### config.mk
export PLATFORM = sky130hd
export DESIGN_NAME = counter_ctrl
export DESIGN_NICKNAME = d
export VERILOG_FILES = /design/src/rtl/counter_ctrl_pkg.sv /design/src/rtl/counter_ctrl_prescaler.sv /design/src/rtl/counter_ctrl.sv
export SDC_FILE = /design/constraint.sdc
export NUM_CORES = 1
export LEC_CHECK = 0
export CAP_MARGIN = 5
export CORE_ASPECT_RATIO = 1.4
export CORE_MARGIN = 2
export CORE_UTILIZATION = 45
export DETAILED_ROUTE_END_ITERATION = 10
export GPL_ROUTABILITY_DRIVEN = 0
export PLACE_DENSITY = 0.76
export SLEW_MARGIN = 20
export SYNTH_ARGS = -nofsm -noshare
export SYNTH_HDL_FRONTEND = slang
export SYNTH_HIERARCHICAL = 1
export SYNTH_SLANG_ARGS = --single-unit
### constraint.sdc
create_clock -name i_clk -period 2 [get_ports i_clk]
set_input_delay 0.2 -clock i_clk [delete_from_list [all_inputs] [get_ports i_clk]]
set_output_delay 0.2 -clock i_clk [all_outputs]
set_load 0.005 [all_outputs]
### src/rtl/counter_ctrl_pkg.sv
// Shared types for the counter_ctrl sequencer: command opcodes and FSM states.
package counter_ctrl_pkg;

  localparam int unsigned CMD_W = 2;

  typedef enum logic [CMD_W-1:0] {
    CMD_START  = 2'd0,
    CMD_PAUSE  = 2'd1,
    CMD_RESUME = 2'd2,
    CMD_ABORT  = 2'd3
  } cmd_e;

  typedef enum logic [1:0] {
    ST_IDLE  = 2'd0,
    ST_RUN   = 2'd1,
    ST_PAUSE = 2'd2,
    ST_DONE  = 2'd3
  } state_e;

endpackage : counter_ctrl_pkg

### src/rtl/counter_ctrl_prescaler.sv
// Tick divider: emits one tick every (i_div+1) enabled cycles; count is held while disabled.
// Only instantiated when COUNTER_CTRL_PRESCALE_EN is defined.
module counter_ctrl_prescaler
  import counter_ctrl_pkg::*;
#(
  parameter int unsigned PRESCALE_W = 8
) (
  input  logic                  i_clk,
  input  logic                  i_rst_n,
  input  logic                  i_clear,
  input  logic                  i_en,
  input  logic [PRESCALE_W-1:0] i_div,
  output logic                  o_tick
);

  logic [PRESCALE_W-1:0] cnt_q;

  assign o_tick = i_en && (cnt_q == i_div);

  // Divider count: cleared on restart, wraps to 0 on each tick.
  always_ff @(posedge i_clk) begin
    if (!i_rst_n) begin
      cnt_q <= '0;
    end else if (i_clear) begin
      cnt_q <= '0;
    end else if (i_en) begin
      cnt_q <= o_tick ? '0 : cnt_q + PRESCALE_W'(1);
    end
  end

endmodule : counter_ctrl_prescaler

### src/rtl/counter_ctrl.sv
// Command-driven sequencer for an up-counter with programmable compare-match,
// one-shot or auto-reload. Optional tick prescaler enabled by COUNTER_CTRL_PRESCALE_EN.
module counter_ctrl
  import counter_ctrl_pkg::*;
#(
  parameter int unsigned WIDTH      = 32,
  parameter int unsigned PRESCALE_W = 8
) (
  input  logic                  i_clk,
  input  logic                  i_rst_n,
  input  logic                  i_cmd_valid,
  output logic                  o_cmd_ready,
  input  logic [CMD_W-1:0]      i_cmd_op,
  input  logic [WIDTH-1:0]      i_cmd_limit,
  input  logic                  i_cmd_reload,
  input  logic [PRESCALE_W-1:0] i_prescale,
  output logic [WIDTH-1:0]      o_count,
  output logic                  o_running,
  output logic                  o_done,
  output logic                  o_match,
  output logic                  o_cmd_err
);

  state_e            state_q, state_d;
  logic [WIDTH-1:0]  count_q, count_d;
  logic [WIDTH-1:0]  limit_q, limit_d;
  logic              reload_q, reload_d;
  logic              ready_q;
  logic              running_q, running_d;
  logic              done_q, done_d;
  logic              match_q, match_d;
  logic              err_q, err_d;

  logic              acc_c;
  cmd_e              op_c;
  logic              start_c;
  logic              abort_c;
  logic              tick_c;
  logic              match_ev_c;
  logic              err_ev_c;

  assign acc_c   = i_cmd_valid && ready_q;
  assign op_c    = cmd_e'(i_cmd_op);
  assign start_c = acc_c && (op_c == CMD_START);
  assign abort_c = acc_c && (op_c == CMD_ABORT);

`ifdef COUNTER_CTRL_PRESCALE_EN
  logic [PRESCALE_W-1:0] prescale_q;

  // Divisor is latched with the START that launches the run.
  always_ff @(posedge i_clk) begin
    if (!i_rst_n) begin
      prescale_q <= '0;
    end else if (start_c) begin
      prescale_q <= i_prescale;
    end
  end

  counter_ctrl_prescaler #(
    .PRESCALE_W (PRESCALE_W)
  ) u_prescaler (
    .i_clk   (i_clk),
    .i_rst_n (i_rst_n),
    .i_clear (start_c || abort_c),
    .i_en    (state_q == ST_RUN),
    .i_div   (prescale_q),
    .o_tick  (tick_c)
  );
`else
  logic unused_prescale;
  assign unused_prescale = ^i_prescale;
  assign tick_c          = (state_q == ST_RUN);
`endif

  // State and datapath registers.
  always_ff @(posedge i_clk) begin
    if (!i_rst_n) begin
      state_q  <= ST_IDLE;
      count_q  <= '0;
      limit_q  <= '0;
      reload_q <= 1'b0;
    end else begin
      state_q  <= state_d;
      count_q  <= count_d;
      limit_q  <= limit_d;
      reload_q <= reload_d;
    end
  end

  // Next state: START/ABORT override a coincident tick; PAUSE lets the tick land first.
  always_comb begin
    state_d    = state_q;
    count_d    = count_q;
    limit_d    = limit_q;
    reload_d   = reload_q;
    match_ev_c = 1'b0;
    err_ev_c   = 1'b0;
    if (start_c) begin
      state_d  = ST_RUN;
      count_d  = '0;
      limit_d  = i_cmd_limit;
      reload_d = i_cmd_reload;
    end else if (abort_c) begin
      state_d = ST_IDLE;
      count_d = '0;
    end else begin
      if (tick_c) begin
        if (count_q == limit_q) begin
          match_ev_c = 1'b1;
          if (reload_q) begin
            count_d = '0;
          end else begin
            state_d = ST_DONE;
          end
        end else begin
          count_d = count_q + WIDTH'(1);
        end
      end
      if (acc_c && (op_c == CMD_PAUSE)) begin
        if (state_q != ST_RUN) begin
          err_ev_c = 1'b1;
        end else if (state_d == ST_RUN) begin
          state_d = ST_PAUSE;
        end
      end
      if (acc_c && (op_c == CMD_RESUME)) begin
        if (state_q == ST_PAUSE) begin
          state_d = ST_RUN;
        end else begin
          err_ev_c = 1'b1;
        end
      end
    end
  end

  // Output decode from the upcoming state and this cycle's events.
  always_comb begin
    running_d = (state_d == ST_RUN);
    done_d    = (state_d == ST_DONE);
    match_d   = match_ev_c;
    err_d     = err_ev_c;
  end

  // Output registers; ready rises on the first edge out of reset.
  always_ff @(posedge i_clk) begin
    if (!i_rst_n) begin
      ready_q   <= 1'b0;
      running_q <= 1'b0;
      done_q    <= 1'b0;
      match_q   <= 1'b0;
      err_q     <= 1'b0;
    end else begin
      ready_q   <= 1'b1;
      running_q <= running_d;
      done_q    <= done_d;
      match_q   <= match_d;
      err_q     <= err_d;
    end
  end

  assign o_cmd_ready = ready_q;
  assign o_count     = count_q;
  assign o_running   = running_q;
  assign o_done      = done_q;
  assign o_match     = match_q;
  assign o_cmd_err   = err_q;

endmodule : counter_ctrl

## Word-level counts from Yosys, hierarchy flattened

Cells that the tools add are included.

| operators by class | value |
|---|---|
| add/subtract/negate cells | 1 |
| equality and inequality tests | 11 |
| multiplexer cells | 20 |
| bitwise operators | 2 |
| reductions and logical operators | 9 |

Operators by type and width:

| kind | count |
|---|---|
| 32-bit two-way mux | 2 |
| 32-bit by 1-bit adder with 32-bit output (second input constant) | 1 |
| 32-bit equality test | 1 |
| 2-bit two-way mux | 12 |
| 2-bit by 1-bit equality test with 1-bit output (second input constant) | 4 |
| 2-bit equality test (second input constant) | 4 |
| 1-bit two-way mux | 6 |
| 1-bit logical AND | 5 |
| 4-bit OR reduction | 1 |
| 3-bit OR reduction | 1 |
| 2-bit logical NOT | 1 |
| 2-bit by 1-bit != test with 1-bit output (second input constant) | 1 |
| 2-bit != test (second input constant) | 1 |
| 1-bit NOT | 2 |
| 2-bit AND reduction | 1 |

| word-level totals | value |
|---|---|
| register bits | 72 |
| input bits | 46 |
| output and inout port bits | 37 |
| word-level logic and storage cells | 52 |

## Logic depth before layout (Yosys ltp)

| logic depth | value |
|---|---|
| depth after elaboration | 14 |
| gate-level depth with buffers | 9 |
| mapped depth without buffers | 6 |

## Worst setup path after synthesis

OpenSTA, ideal clock, no wires.

| path | value |
|---|---|
| kind | flip-flop to flip-flop |
| start point | reg count_q[23], in the netlist o_count[23] |
| end point | reg count_q[31], in the netlist o_count[31] |
| data arrival time | 1.799 ns |
| required time | 1.870 ns |
| slack | 0.071 ns |
| stages on the path, launching flop included | 9 |
| buffers on the path | 2 |
| path through | dfxtp_1 -> buf_2 -> xor2_1 -> nor4_1 -> nand4_1 -> or2_1 -> o21bai_2 -> buf_2 -> a21oi_1 |

| on the way | value |
|---|---|
| longest elaborated chain between the ends | 3 |
| elaborated cells between the ends (all ways) | 5 |
| those cells by class | add/sub (1); eq/ne (2); mux (1); reduce/logical (1) |

RTL lines:

| element | RTL line | RTL |
|---|---|---|
| start, declared | counter_ctrl.sv:25 | `logic [WIDTH-1:0] count_q, count_d;` |
| start signal, assigned | counter_ctrl.sv:84 | `count_q <= count_d;` |
| branches (longest 3 deep; another with 32-bit by 1-bit adder with 32-bit output) | n/a |  |

Several ways; the timed one is not identified.
A chain may end at the register's enable or synchronous reset.

## Final worst setup path

| path | value |
|---|---|
| start point | reg limit_q[10] |
| end point | reg count_q[11], in the netlist o_count[11] |

| on the way | value |
|---|---|
| longest elaborated chain between the ends | 3 |
| elaborated cells between the ends (all ways) | 4 |
| those cells by class | eq/ne (2); mux (1); reduce/logical (1) |

RTL lines:

| element | RTL line | RTL |
|---|---|---|
| start, declared | counter_ctrl.sv:26 | `logic [WIDTH-1:0] limit_q, limit_d;` |
| start signal, assigned | counter_ctrl.sv:85 | `limit_q <= limit_d;` |
| 32-bit equality test * | counter_ctrl.sv:108 | `if (count_q == limit_q) begin` |
| 2-bit != test (no line) | n/a |  |
| 2-bit AND reduction (no line) | n/a |  |

Every way passes the cells marked *; elsewhere a longest branch is shown, timed or not.

==> summary.md <==
| Metric | Value |
|---|---|
| Flops & latches, synth | 72 |
| Area share of the largest cell type after synthesis | 0.413 |
| Fmax | about 460 MHz |
| RSZ-0062 raised after global routing | true |
| Async set-reset flop share out of synthesis | 0 |
| Hold Startpoint | i_cmd_limit[3] |
| Setup slack after layout | -0.181 ns |
| Worst-Margin Slew | approximately 0.37 ns |
| Die Ht | between 100 and 150 um |
| PwrDens | ~640 mW/mm^2 |
| Hold Path Class | primary input to flop |
| Primary FF master, synth | dfxtp_1 |
| Post-layout min period | between 2 and 2.5 ns |
| Syn_area_per_cell | a little over 8 um^2 |
| Failing checks | negative setup slack |
| WHS | around 0.38 ns |
| Die X | between 70 and 80 um |
| First-pass GRT wire length | between 15000 and 20000 um |
| Vias in the first global route | 3752 |
| Number of filler cells placed in the layout | 520 |
| Largest net degree at the start of global routing | 36 |
| Cell with the most instances after synthesis | nand2_1 |
| Post-synthesis sequential area ratio | 0.413 |
| CTS sink count | 72 |
| Cell Count, Final, Fillers Out | roughly 670 |
| Finish-stage setup viols | 35 |
| H-tree Lvls | 3 |
| Crit Path Category | flop to flop |
| Synth top cells by count | nand2_1, dfxtp_1, a21oi_1 |
| Iter 0 DRT Violations | about 430 |
| ANT cells | 0 |
| Cell count after synthesis | 425 |
| FF-to-FF path depth | 9 |
| CP endpoint kind | flop |
| IO Port Bufs | 74 |
| Setup Skew | between 0.01 and 0.015 ns |
| Dpl cells | 632 |
| WL/cell | 19.6 um |
| Worst EP arrival | 2.46 ns |
| Mapped Nets | around 470 |
| Synth unique cells | 40 |
| Synth Warn # | 6 |
| Final period util | 1.09 |
| Total power | ~3.6 mW |
| TritonCTS clock tree | yes |
| Slew headroom | 0.755 |
| Mapped cell area | about 0.0035 mm^2 |
| Initial Util | 0.456 |
| GRT Util Overall | 0.271 |
| Core area | roughly 0.0077 mm^2 |
| Routed vias/inst | approximately 6 |
| Die area | approximately 0.0085 mm^2 |
| Clock slew at reported path FFs | approximately 0.080 ns |
| Max-cap viol count | 0 |
| Hold Fails Final Rpt | 0 |
| Hold Path End | limit_q[3]$_SDFFE_PN0P_ |
| CP required | 2.28 ns |
| Leakage Power | ~2.1 nW |
| Worst r2r src | limit_q[10]$_SDFFE_PN0P_ |
| Max clock buf depth | 2 |
| I/O pin cnt | 83 |
| Via Count | just over 4000 |
| Cells on Worst Hold Path | 3 |
| CP Launch Type | flop |
| Row count | 38 |
| EDFF count, synth | 0 |
| Area leader, netlist | dfxtp_1 |
| R2r setup slk | -0.18 ns |
| Max-slew violation count | 0 |
| Status | finished with violations |
| Grt total ovfl | 0 |
| # DRC | 0 |
| Antenna violations before repair | 0 |
| Number of buffers created by CTS | 9 |
| Drt first pass iters | 5 |
| DRT antenna net count | 0 |
| Critical R2R Capture | o_count[11]$_SDFFE_PP0P_ |
| Largest cells by area after synthesis | dfxtp_1, a21oi_1, nand2_1 |
| Nets | around 610 |
| CP Max Fanout | 10 |
| Root buf cell | clkbuf_8 |
| Hpwl dp | 7400 um |
| Max VDD drop | between 500 and 600 uV |
| Worst-Skew Late Latency | 0.36 ns |
| Area grow syn2layout | 59.9% |
| Share of layout cells above drive strength 1 | 0.333 |
| Final wirelength | between 10000 and 15000 um |
registers in the layout (all words and copies together), names as in the netlist:
| signal | flops |
|---|---|
| limit_q | 32 |
| o_cmd_err | 1 |
| o_cmd_ready | 1 |
| o_count | 32 |
| o_done | 1 |
| o_match | 1 |
| o_running | 1 |
| reload_q | 1 |
| state_q | 2 |
layout by cell type, fill, tap and decap left out, types with 3 or more instances in the layout:
master,instances
nor4_1,4
and3_1,3
xor2_1,22
o21ai_2,5
nor4_2,4
xor2_2,13
or3_1,7
nor3_1,3
o21ai_1,3
or4_1,11
nand4_1,10
dfxtp_2,26
clkdlybuf4s50_1,74
clkbuf_16,4
nor2_1,11
or3_4,4
inv_1,5
clkbuf_8,12
a21oi_1,54
nor2_2,4
o31ai_1,12
buf_6,8
buf_4,54
dfxtp_1,46
buf_8,5
nand2_1,81
o31ai_2,6
and4_1,3
nand3_1,13
a21oi_2,12
o21ai_0,5
or4_4,7
repair_timing:
item,CTS,global route
setup endpoints to repair,33,37
resized for setup,52,70
hold buffers,0,0
buffers inserted,7,5
gates cloned,5,4
pin swaps,21,22
per-stage QoR:
stage | utilization | setup WS [ns] | TNS (ns) | instance area (um^2)
global placement | 0.611 | -0.0936 | -2.25 | 4680
detailed placement | 0.611 | -0.108 | -2.34 | 4680
CTS | 0.682 | -0.0137 | -0.132 | 5220
global route | 0.729 | -0.220 | -6.27 | 5580
finish | 0.729 | -0.181 | -3.77 | 5580
floorplan | - | 0.0711 | 0 | 3490
how the worst max path moves through the flow:
stage / from / endpoint / slack (ns) / cells after the start
2_1_floorplan: o_count[23]$_SDFFE_PP0P_ / o_count[31]$_SDFFE_PP0P_ / 0.07 / 8
3_3_place_gp: limit_q[23]$_SDFFE_PN0P_ / o_running$_SDFF_PN0_ / -0.09 / 8
3_5_place_dp: limit_q[23]$_SDFFE_PN0P_ / o_running$_SDFF_PN0_ / -0.11 / 8
4_1_cts: limit_q[31]$_SDFFE_PN0P_ / o_count[14]$_SDFFE_PP0P_ / -0.01 / 9
5_1_grt: limit_q[17]$_SDFFE_PN0P_ / o_count[11]$_SDFFE_PP0P_ / -0.22 / 9
6_report: limit_q[10]$_SDFFE_PN0P_ / o_count[11]$_SDFFE_PP0P_ / -0.18 / 9
cells by family (layout without fill, tap and decap cells):
kind of cell / after synthesis / after routing / synth area share
compound gates: 104 / 104 / 0.171
xor+xnor: 35 / 35 / 0.0878
fa+ha+maj: 1 / 1 / 0.00358
buf+inv: 30 / 170 / 0.0426
flops: 72 / 72 / 0.413
simple gates: 183 / 183 / 0.282
critical path, stage by stage (launching register included):
cell and delay (ns):
dfxtp_1 0.40, xor2_2 0.25, nor4_1 0.10, nand4_1 0.14, buf_6 0.13, nor3_4 0.05
buf_6 0.17, buf_8 0.15, or4_1 0.52, a21oi_1 0.20
metal layers:
| layer | wire length (um) | share of wire | global-route usage |
|---|---|---|---|
| met1 | 4910 | 0.38 | 0.305 |
| met2 | 6520 | 0.50 | 0.478 |
| met3 | 875 | 0.067 | 0.0434 |
| met4 | 751 | 0.058 | 0.165 |
| met5 | 0 | 0 | 0 |
cell type report:
class,count,area [um^2],area share
Multi-Input combinational cell,323,2240,0.400
Timing Repair Buffer,148,1490,0.266
Sequential cell,72,1470,0.264
Clock buffer,12,165,0.0296
Tap cell,100,125,0.0224
Clock inverter,4,73.8,0.0132
Inverter,6,22.5,0.00403
power breakdown:
group          leakage, nW  internal (mW)  switching [mW]
logic                 1.42          0.383           0.343
clock network        0.123          0.807           0.573
registers            0.595           1.45          0.0157
total                 2.13           2.64           0.931
Power figures use the tool's default switching activity.
